### src/rtl/tick_pkg.sv
// tick_pkg: shared command/adjust types and limits for the multi-channel tick generator
package tick_pkg;
  typedef enum logic [1:0] {OP_SET, OP_SLIP, OP_ADVANCE, OP_RESYNC} op_e;
  typedef enum logic [1:0] {ADJ_NONE, ADJ_PLUS, ADJ_MINUS} adj_e;
  localparam int MIN_PERIOD = 2;
  localparam int MIN_PW = 1;
  function automatic int chan_w(input int n);
    return n > 1 ? $clog2(n) : 1;
  endfunction
endpackage

### src/rtl/tick_if.sv
// tick_if: configuration command bus with valid/ready handshake
interface tick_if #(parameter int NCH = 2, parameter int WIDTH = 27, parameter int PW_WIDTH = 8);
  import tick_pkg::*;
  localparam int CW = chan_w(NCH);
  logic cfg_valid;
  logic cfg_ready;
  logic [CW-1:0] cfg_chan;
  op_e cfg_op;
  logic [WIDTH-1:0] cfg_period;
  logic [PW_WIDTH-1:0] cfg_pw;
  modport master (output cfg_valid, cfg_chan, cfg_op, cfg_period, cfg_pw, input cfg_ready);
  modport slave (input cfg_valid, cfg_chan, cfg_op, cfg_period, cfg_pw, output cfg_ready);
endinterface

### src/rtl/tick_chan.sv
// tick_chan: one periodic strobe channel with shadow period, phase adjust, pulse stretcher and toggle
module tick_chan import tick_pkg::*; #(
  parameter int WIDTH = 27,
  parameter int PERIOD_RST = 124502500,
  parameter int PW_WIDTH = 8
) (
  input  logic clk,
  input  logic rst_n,
  input  logic en,
  input  logic cmd,
  input  op_e op,
  input  logic [WIDTH-1:0] period,
  input  logic [PW_WIDTH-1:0] pw_in,
  output logic tick,
  output logic pulse,
  output logic toggle,
  output logic busy
);
  logic [WIDTH-1:0] cnt, p, s;
  logic [PW_WIDTH-1:0] pw, pcnt, pcnt_n;
  logic [WIDTH:0] eff;
  logic fire;
  adj_e adj;
  // period never drops below MIN_PERIOD, so an advance at the floor leaves it unchanged
  always_comb begin
    eff = adj == ADJ_PLUS ? {1'b0, p} + 1'b1 :
          (adj == ADJ_MINUS && p > WIDTH'(MIN_PERIOD)) ? {1'b0, p} - 1'b1 : {1'b0, p};
    fire = en & (({1'b0, cnt} == eff - 1'b1) | (cmd & (op == OP_RESYNC)));
    pcnt_n = !en ? '0 : fire ? pw : pcnt - PW_WIDTH'(pcnt != '0);
  end
  assign busy = adj != ADJ_NONE;
  always_ff @(posedge clk or negedge rst_n) begin
    if (!rst_n) begin
      cnt <= '0;
      p <= WIDTH'(PERIOD_RST);
      s <= WIDTH'(PERIOD_RST);
      pw <= PW_WIDTH'(MIN_PW);
      pcnt <= '0;
      adj <= ADJ_NONE;
      tick <= 1'b0;
      pulse <= 1'b0;
      toggle <= 1'b0;
    end else begin
      cnt <= (fire || !en) ? '0 : cnt + 1'b1;
      tick <= fire;
      pcnt <= pcnt_n;
      pulse <= pcnt_n != '0;
      toggle <= toggle ^ fire;
      if (fire) p <= s;
      // a new adjust accepted on a wrap applies to the period that wrap starts
      adj <= !en ? ADJ_NONE :
             (cmd && op == OP_SLIP) ? ADJ_PLUS :
             (cmd && op == OP_ADVANCE) ? ADJ_MINUS :
             fire ? ADJ_NONE : adj;
      if (cmd && op == OP_SET) begin
        s <= period < WIDTH'(MIN_PERIOD) ? WIDTH'(MIN_PERIOD) : period;
        pw <= pw_in < PW_WIDTH'(MIN_PW) ? PW_WIDTH'(MIN_PW) : pw_in;
      end
    end
  end
endmodule

### src/rtl/tick_gen.sv
// tick_gen: NCH independent programmable tick/pulse/toggle channels gated by PLL lock
module tick_gen import tick_pkg::*; #(
  parameter int NCH = 2,
  parameter int WIDTH = 27,
  parameter int PERIOD_RST = 124502500,
  parameter int PW_WIDTH = 8
) (
  input  logic clk,
  input  logic rst_n,
  input  logic locked,
  tick_if.slave cfg,
  output logic [NCH-1:0] tick,
  output logic [NCH-1:0] pulse,
  output logic [NCH-1:0] toggle
);
  localparam int CW = chan_w(NCH);
  logic [NCH-1:0] busy, hit;
  logic [(1<<CW)-1:0] busy_x;
  // channel numbers beyond NCH read as idle so their commands are accepted and dropped
  always_comb begin
    busy_x = '0;
    busy_x[NCH-1:0] = busy;
  end
  assign cfg.cfg_ready = rst_n & locked &
    !((cfg.cfg_op == OP_SLIP || cfg.cfg_op == OP_ADVANCE) & busy_x[cfg.cfg_chan]);
  genvar i;
  generate
    for (i = 0; i < NCH; i++) begin : g_ch
      assign hit[i] = cfg.cfg_valid & cfg.cfg_ready & (cfg.cfg_chan == CW'(i));
      tick_chan #(.WIDTH(WIDTH), .PERIOD_RST(PERIOD_RST), .PW_WIDTH(PW_WIDTH)) u_chan (
        .clk(clk),
        .rst_n(rst_n),
        .en(locked),
        .cmd(hit[i]),
        .op(cfg.cfg_op),
        .period(cfg.cfg_period),
        .pw_in(cfg.cfg_pw),
        .tick(tick[i]),
        .pulse(pulse[i]),
        .toggle(toggle[i]),
        .busy(busy[i])
      );
    end
  endgenerate
endmodule

### src/flat_wrapper.sv
// flat-port wrapper written by rule: the top's interface ports become plain ports
module tick_gen_flat import tick_pkg::*;
#(
  parameter int NCH = 2,
  parameter int WIDTH = 27,
  parameter int PERIOD_RST = 124502500,
  parameter int PW_WIDTH = 8
)
  (clk, rst_n, locked, tick, pulse, toggle, cfg_cfg_valid, cfg_cfg_chan, cfg_cfg_op, cfg_cfg_period, cfg_cfg_pw, cfg_cfg_ready);
  tick_if #(.NCH(NCH), .WIDTH(WIDTH), .PW_WIDTH(PW_WIDTH)) cfg_i ();
  input  logic clk;
  input  logic rst_n;
  input  logic locked;
  output logic [NCH-1:0] tick;
  output logic [NCH-1:0] pulse;
  output logic [NCH-1:0] toggle;
  input wire logic [$bits(cfg_i.cfg_valid)-1:0] cfg_cfg_valid;
  input wire logic [$bits(cfg_i.cfg_chan)-1:0] cfg_cfg_chan;
  input wire logic [$bits(cfg_i.cfg_op)-1:0] cfg_cfg_op;
  input wire logic [$bits(cfg_i.cfg_period)-1:0] cfg_cfg_period;
  input wire logic [$bits(cfg_i.cfg_pw)-1:0] cfg_cfg_pw;
  output wire logic [$bits(cfg_i.cfg_ready)-1:0] cfg_cfg_ready;
  assign cfg_i.cfg_valid = cfg_cfg_valid;
  assign cfg_i.cfg_chan = cfg_cfg_chan;
  assign cfg_i.cfg_op = cfg_cfg_op;
  assign cfg_i.cfg_period = cfg_cfg_period;
  assign cfg_i.cfg_pw = cfg_cfg_pw;
  assign cfg_cfg_ready = cfg_i.cfg_ready;
  tick_gen #(.NCH(NCH), .WIDTH(WIDTH), .PERIOD_RST(PERIOD_RST), .PW_WIDTH(PW_WIDTH)) u_core (.clk(clk), .rst_n(rst_n), .locked(locked), .cfg(cfg_i), .tick(tick), .pulse(pulse), .toggle(toggle));
endmodule
### config.mk
export PLATFORM = sky130hd
export DESIGN_NAME = tick_gen_flat
export DESIGN_NICKNAME = d
export VERILOG_FILES = /design/src/rtl/tick_pkg.sv /design/src/rtl/tick_if.sv /design/src/rtl/tick_chan.sv /design/src/rtl/tick_gen.sv /design/src/flat_wrapper.sv
export SDC_FILE = /design/constraint.sdc
export NUM_CORES = 1
export LEC_CHECK = 0
export ABC_AREA = 1
export BUFFER_PORTS_ARGS = -buffer_cell sky130_fd_sc_hd__buf_2
export CORE_ASPECT_RATIO = 2
export CORE_MARGIN = 4
export CORE_UTILIZATION = 44
export DETAILED_ROUTE_END_ITERATION = 10
export SLEW_MARGIN = 20
export SYNTH_ARGS = -nofsm -noshare
export SYNTH_HDL_FRONTEND = slang
export SYNTH_SLANG_ARGS = --single-unit
### constraint.sdc
create_clock -name clk -period 5.6 [get_ports clk]
set_input_delay 0.56 -clock clk [delete_from_list [all_inputs] [get_ports clk]]
set_output_delay 0.56 -clock clk [all_outputs]
set_load 0.02 [all_outputs]
==> summary.md <==
| Metric | Value |
|---|---|
| Area after DPL | 16400 µm² |
| Ys flop type | dfrtp_1 |
| Number of flops mapped to enable cells by yosys | 0 |
| Syn. warnings | 0 |
| CTS Root Cell | clkbuf_16 |
| Die Ht | 278 µm |
| Rel. slew slack | 31.8% |
| Hold violation total from the final report | 0 |
| IO buf count | 48 |
| Non-Filler Instances | 2882 |
| Hold slack | 274 ps |
| WL final | 57400 µm |
| Synthesized flop and latch total | 204 |
| NumNets Final | 2476 |
| Clk slew on worst S/H paths | 70 ps |
| First-pass GRT wire length | 87000 µm |
| Max Cap Viol | 0 |
| Syn-to-layout area delta | 7.86% |
| DP Worst Slack | 725 ps |
| Design area | 17200 µm² |
| Routed length per placed instance | 19.9 µm |
| Setup TNS | 0 ps |
| Peak VDD IR | 339 µV |
| Outcome | complete, no violations |
| CTS H-Tree Depth | 1 |
| Initial antenna violation count | 0 |
| CP Class | reg2reg |
| Top-count cell post-synth | nand2_1 |
| Share of flip-flops with an asynchronous set or reset | 100% |
| Rows | 98 |
| Tcrit/Tclk final | 91.0% |
| 1st-iter DRT viols | 970 |
| Core Box Area | 35800 µm² |
| Commonest cells in the netlist | nand2_1, nor2_1, inv_1, nand3_1, dfrtp_1 |
| Top cell by count, worst path | nand2_1 |
| Die footprint | 39600 µm² |
| Syn Nets | 2464 |
| Final WS setup | 507 ps |
| Hold WC Path Type | in2reg |
| Share of the synthesized area in the top cell type | 22.2% |
| Leak | 7.95 nW |
| Via count | 15.4k |
| Bufs on Longest Clock Path | 3 |
| CTS sink count | 204 |
| Die W | 143 µm |
| Vias in the first global route | 15.5k |
| DRC | 0 |
| Worst path max stage delay | 610 ps |
| Slew Limit Fails | 0 |
| Psw | 2.08 mW |
| Placer Congestion | 1.07 |
| Pwr per Cell Area | 312 nW/µm² |
| Switching portion of total power | 38.7% |
| Syn Inst Count | 2404 |
| Seq pwr share | 37.2% |
| CP Launch Type | flip-flop |
| Clock power share | 30.8% |
| Period minus WS final | 5090 ps |
| Starting Density | 44.6% |
| Power consumption | 5.39 mW |
| N_diodes | 0 |
| Internal | 3.30 mW |
| Hpwl dp | 46000 µm |
| # setup viols final | 0 |
| Crit path capture type | flip-flop |
| Top post-synthesis cells by area | dfrtp_1, nand2_1, dfstp_2 |
| Mean area per synthesized cell | 6.65 µm² |
| Unrepaired setup endpoints after global routing | false |
| Max Clock Skew | 14.6 ps |
| Fraction of layout cells with a size suffix above 1 | 14.1% |
| Worst EP required | 6050 ps |
| Remaining Overflow, GRT | 0 |
| CTS Buf Count | 22 |
| Combinational share of power | 31.9% |
| Slew @ Worst Pin | 1010 ps |
| Final ANT Viol Nets | 0 |
| Number of hold buffers added after CTS | 1 |
| Clock Latency Late Sink | 540 ps |
| TritonRoute pass-1 iters | 5 |
| Slowest cell on the critical path | nor2_1 |
| I/O Pins | 49 |
| Postcts setup bufs | 0 |
| CP arrival | 5550 ps |
| Largest net degree at the start of global routing | 157 |
| Peak Freq | 0.196 GHz |
| Distinct cells, synth | 48 |
| Critical path peak fanout | 50 |
| Mapped cell area | 16000 µm² |
| Via density | 5.34 |
| Seq/Total Area, Yosys | 32.4% |
| DP Cell Count | 2841 |
| Yosys top cell by area | dfrtp_1 |
| Post-CTS resize count | 0 |
| Overall Global Routing Usage | 29.0% |
| Finished Core Util | 48.1% |
| CTS tree | yes |
| CP cell instances | nor2_1, nand2_1, nor2_1, nand2_1, inv_1, nand4_1, nand3_1, nand2_1, nor2_1, nand2_1, nor2_1, nand2_1, xor2_1, nand2_1, nor2_1, nand2_1, nor2_2, nand3_4, nand2_4, nand2_4, inv_2, buf_12, nand2_1, o21ai_0 |
==> final cells by class <==
type                    instances  area, µm²
repair buffers                 66        412
inverters                     285       1070
well taps                     450        563
flip-flops and latches        204       5180
fillers                      3761      18600
clock buffers                  28        636
multi-input cells            1837       9180
clock inverters                12        193
==> power groups by stage <==
| stage | Clock, mW | Combinational, mW | Sequential (mW) |
|---|---|---|---|
| 2_1_floorplan | 0 | 1.32 | 1.90 |
| 3_3_place_gp | 0 | 1.68 | 2.02 |
| 3_5_place_dp | 0 | 1.70 | 2.02 |
| 4_1_cts | 1.71 | 1.71 | 2.00 |
| 5_1_grt | 1.76 | 1.93 | 2.03 |
| 6_report | 1.66 | 1.72 | 2.01 |
==> layer usage <==
layer / share of wire, % / GRT usage [%] / wire, µm / vias up
met5: 0 / 0 / 0 / -
met4: 11 / 24.2 / 6140 / 0
li1: - / - / - / 7587
met2: 55 / 56.0 / 31400 / 469
met3: 3.6 / 3.40 / 2070 / 237
met1: 31 / 25.3 / 17700 / 7089
==> logic make-up after synthesis <==
family	count (synthesis)	synth area share, %
AO/OA/AOI/OAI	188	6.44
XOR/XNOR	103	5.69
adder cells (fa/ha/maj)	18	1.41
buffers and inverters	363	10.2
flip-flops	204	32.4
AND/OR/NAND/NOR	1528	43.9
==> sequential cells by signal, summed over array words and instances (netlist names) <==
| register | count |
|---|---|
| u_core.g_ch.u_chan.cnt | 54 |
| u_core.g_ch.u_chan.p | 54 |
| u_core.g_ch.u_chan.s | 54 |
| u_core.g_ch.u_chan.pcnt | 16 |
| u_core.g_ch.u_chan.pw | 16 |
| u_core.g_ch.u_chan.adj | 4 |
| u_core.g_ch.u_chan.pulse | 2 |
| u_core.g_ch.u_chan.tick | 2 |
| u_core.g_ch.u_chan.toggle | 2 |
==> critical path, delay by kind of cell (launching register included) <==
kind / cells / cell delay [ps]
buffers and inverters: 3 / 480
flip-flops: 1 / 550
XOR/XNOR: 1 / 220
AND/OR/NAND/NOR: 19 / 3620
AO/OA/AOI/OAI: 1 / 90
==> worst paths after layout <==
check | from | end | slack (ps) | depth (start not counted)
max in group asynchronous | rst_n | u_core.g_ch[1].u_chan.cnt[25]$_DFF_PN0_ | 3800 | 3
min in group asynchronous | rst_n | u_core.g_ch[0].u_chan.cnt[3]$_DFF_PN0_ | 520 | 2
setup reg to reg | u_core.g_ch[1].u_chan.p[1]$_DFFE_PN0P_ | u_core.g_ch[1].u_chan.p[5]$_DFFE_PN1P_ | 510 | 24
hold / removal | cfg_cfg_period[25] | u_core.g_ch[0].u_chan.s[25]$_DFFE_PN1P_ | 270 | 3
setup / recovery | u_core.g_ch[1].u_chan.p[1]$_DFFE_PN0P_ | u_core.g_ch[1].u_chan.p[5]$_DFFE_PN1P_ | 510 | 24
hold reg to reg | u_core.g_ch[1].u_chan.pw[0]$_DFFE_PN1P_ | u_core.g_ch[1].u_chan.pw[0]$_DFFE_PN1P_ | 470 | 2
==> placed cells by master, fill, tap and decap left out, types with 16 or more instances in the layout <==
cell       count
dfrtp_1      142
o21ai_0      130
nor2_2        49
xor2_1        86
clkbuf_16     24
inv_1        274
dfstp_2       62
nand2_1      770
nand4_1       56
nand3_1      177
nor2_1       292
buf_2         47
xnor2_1       16
nand2_2       37
ha_1          18
nor3_1        37
nor3b_1       23
nor2_4        25
(Power assumes the default switching activity.)
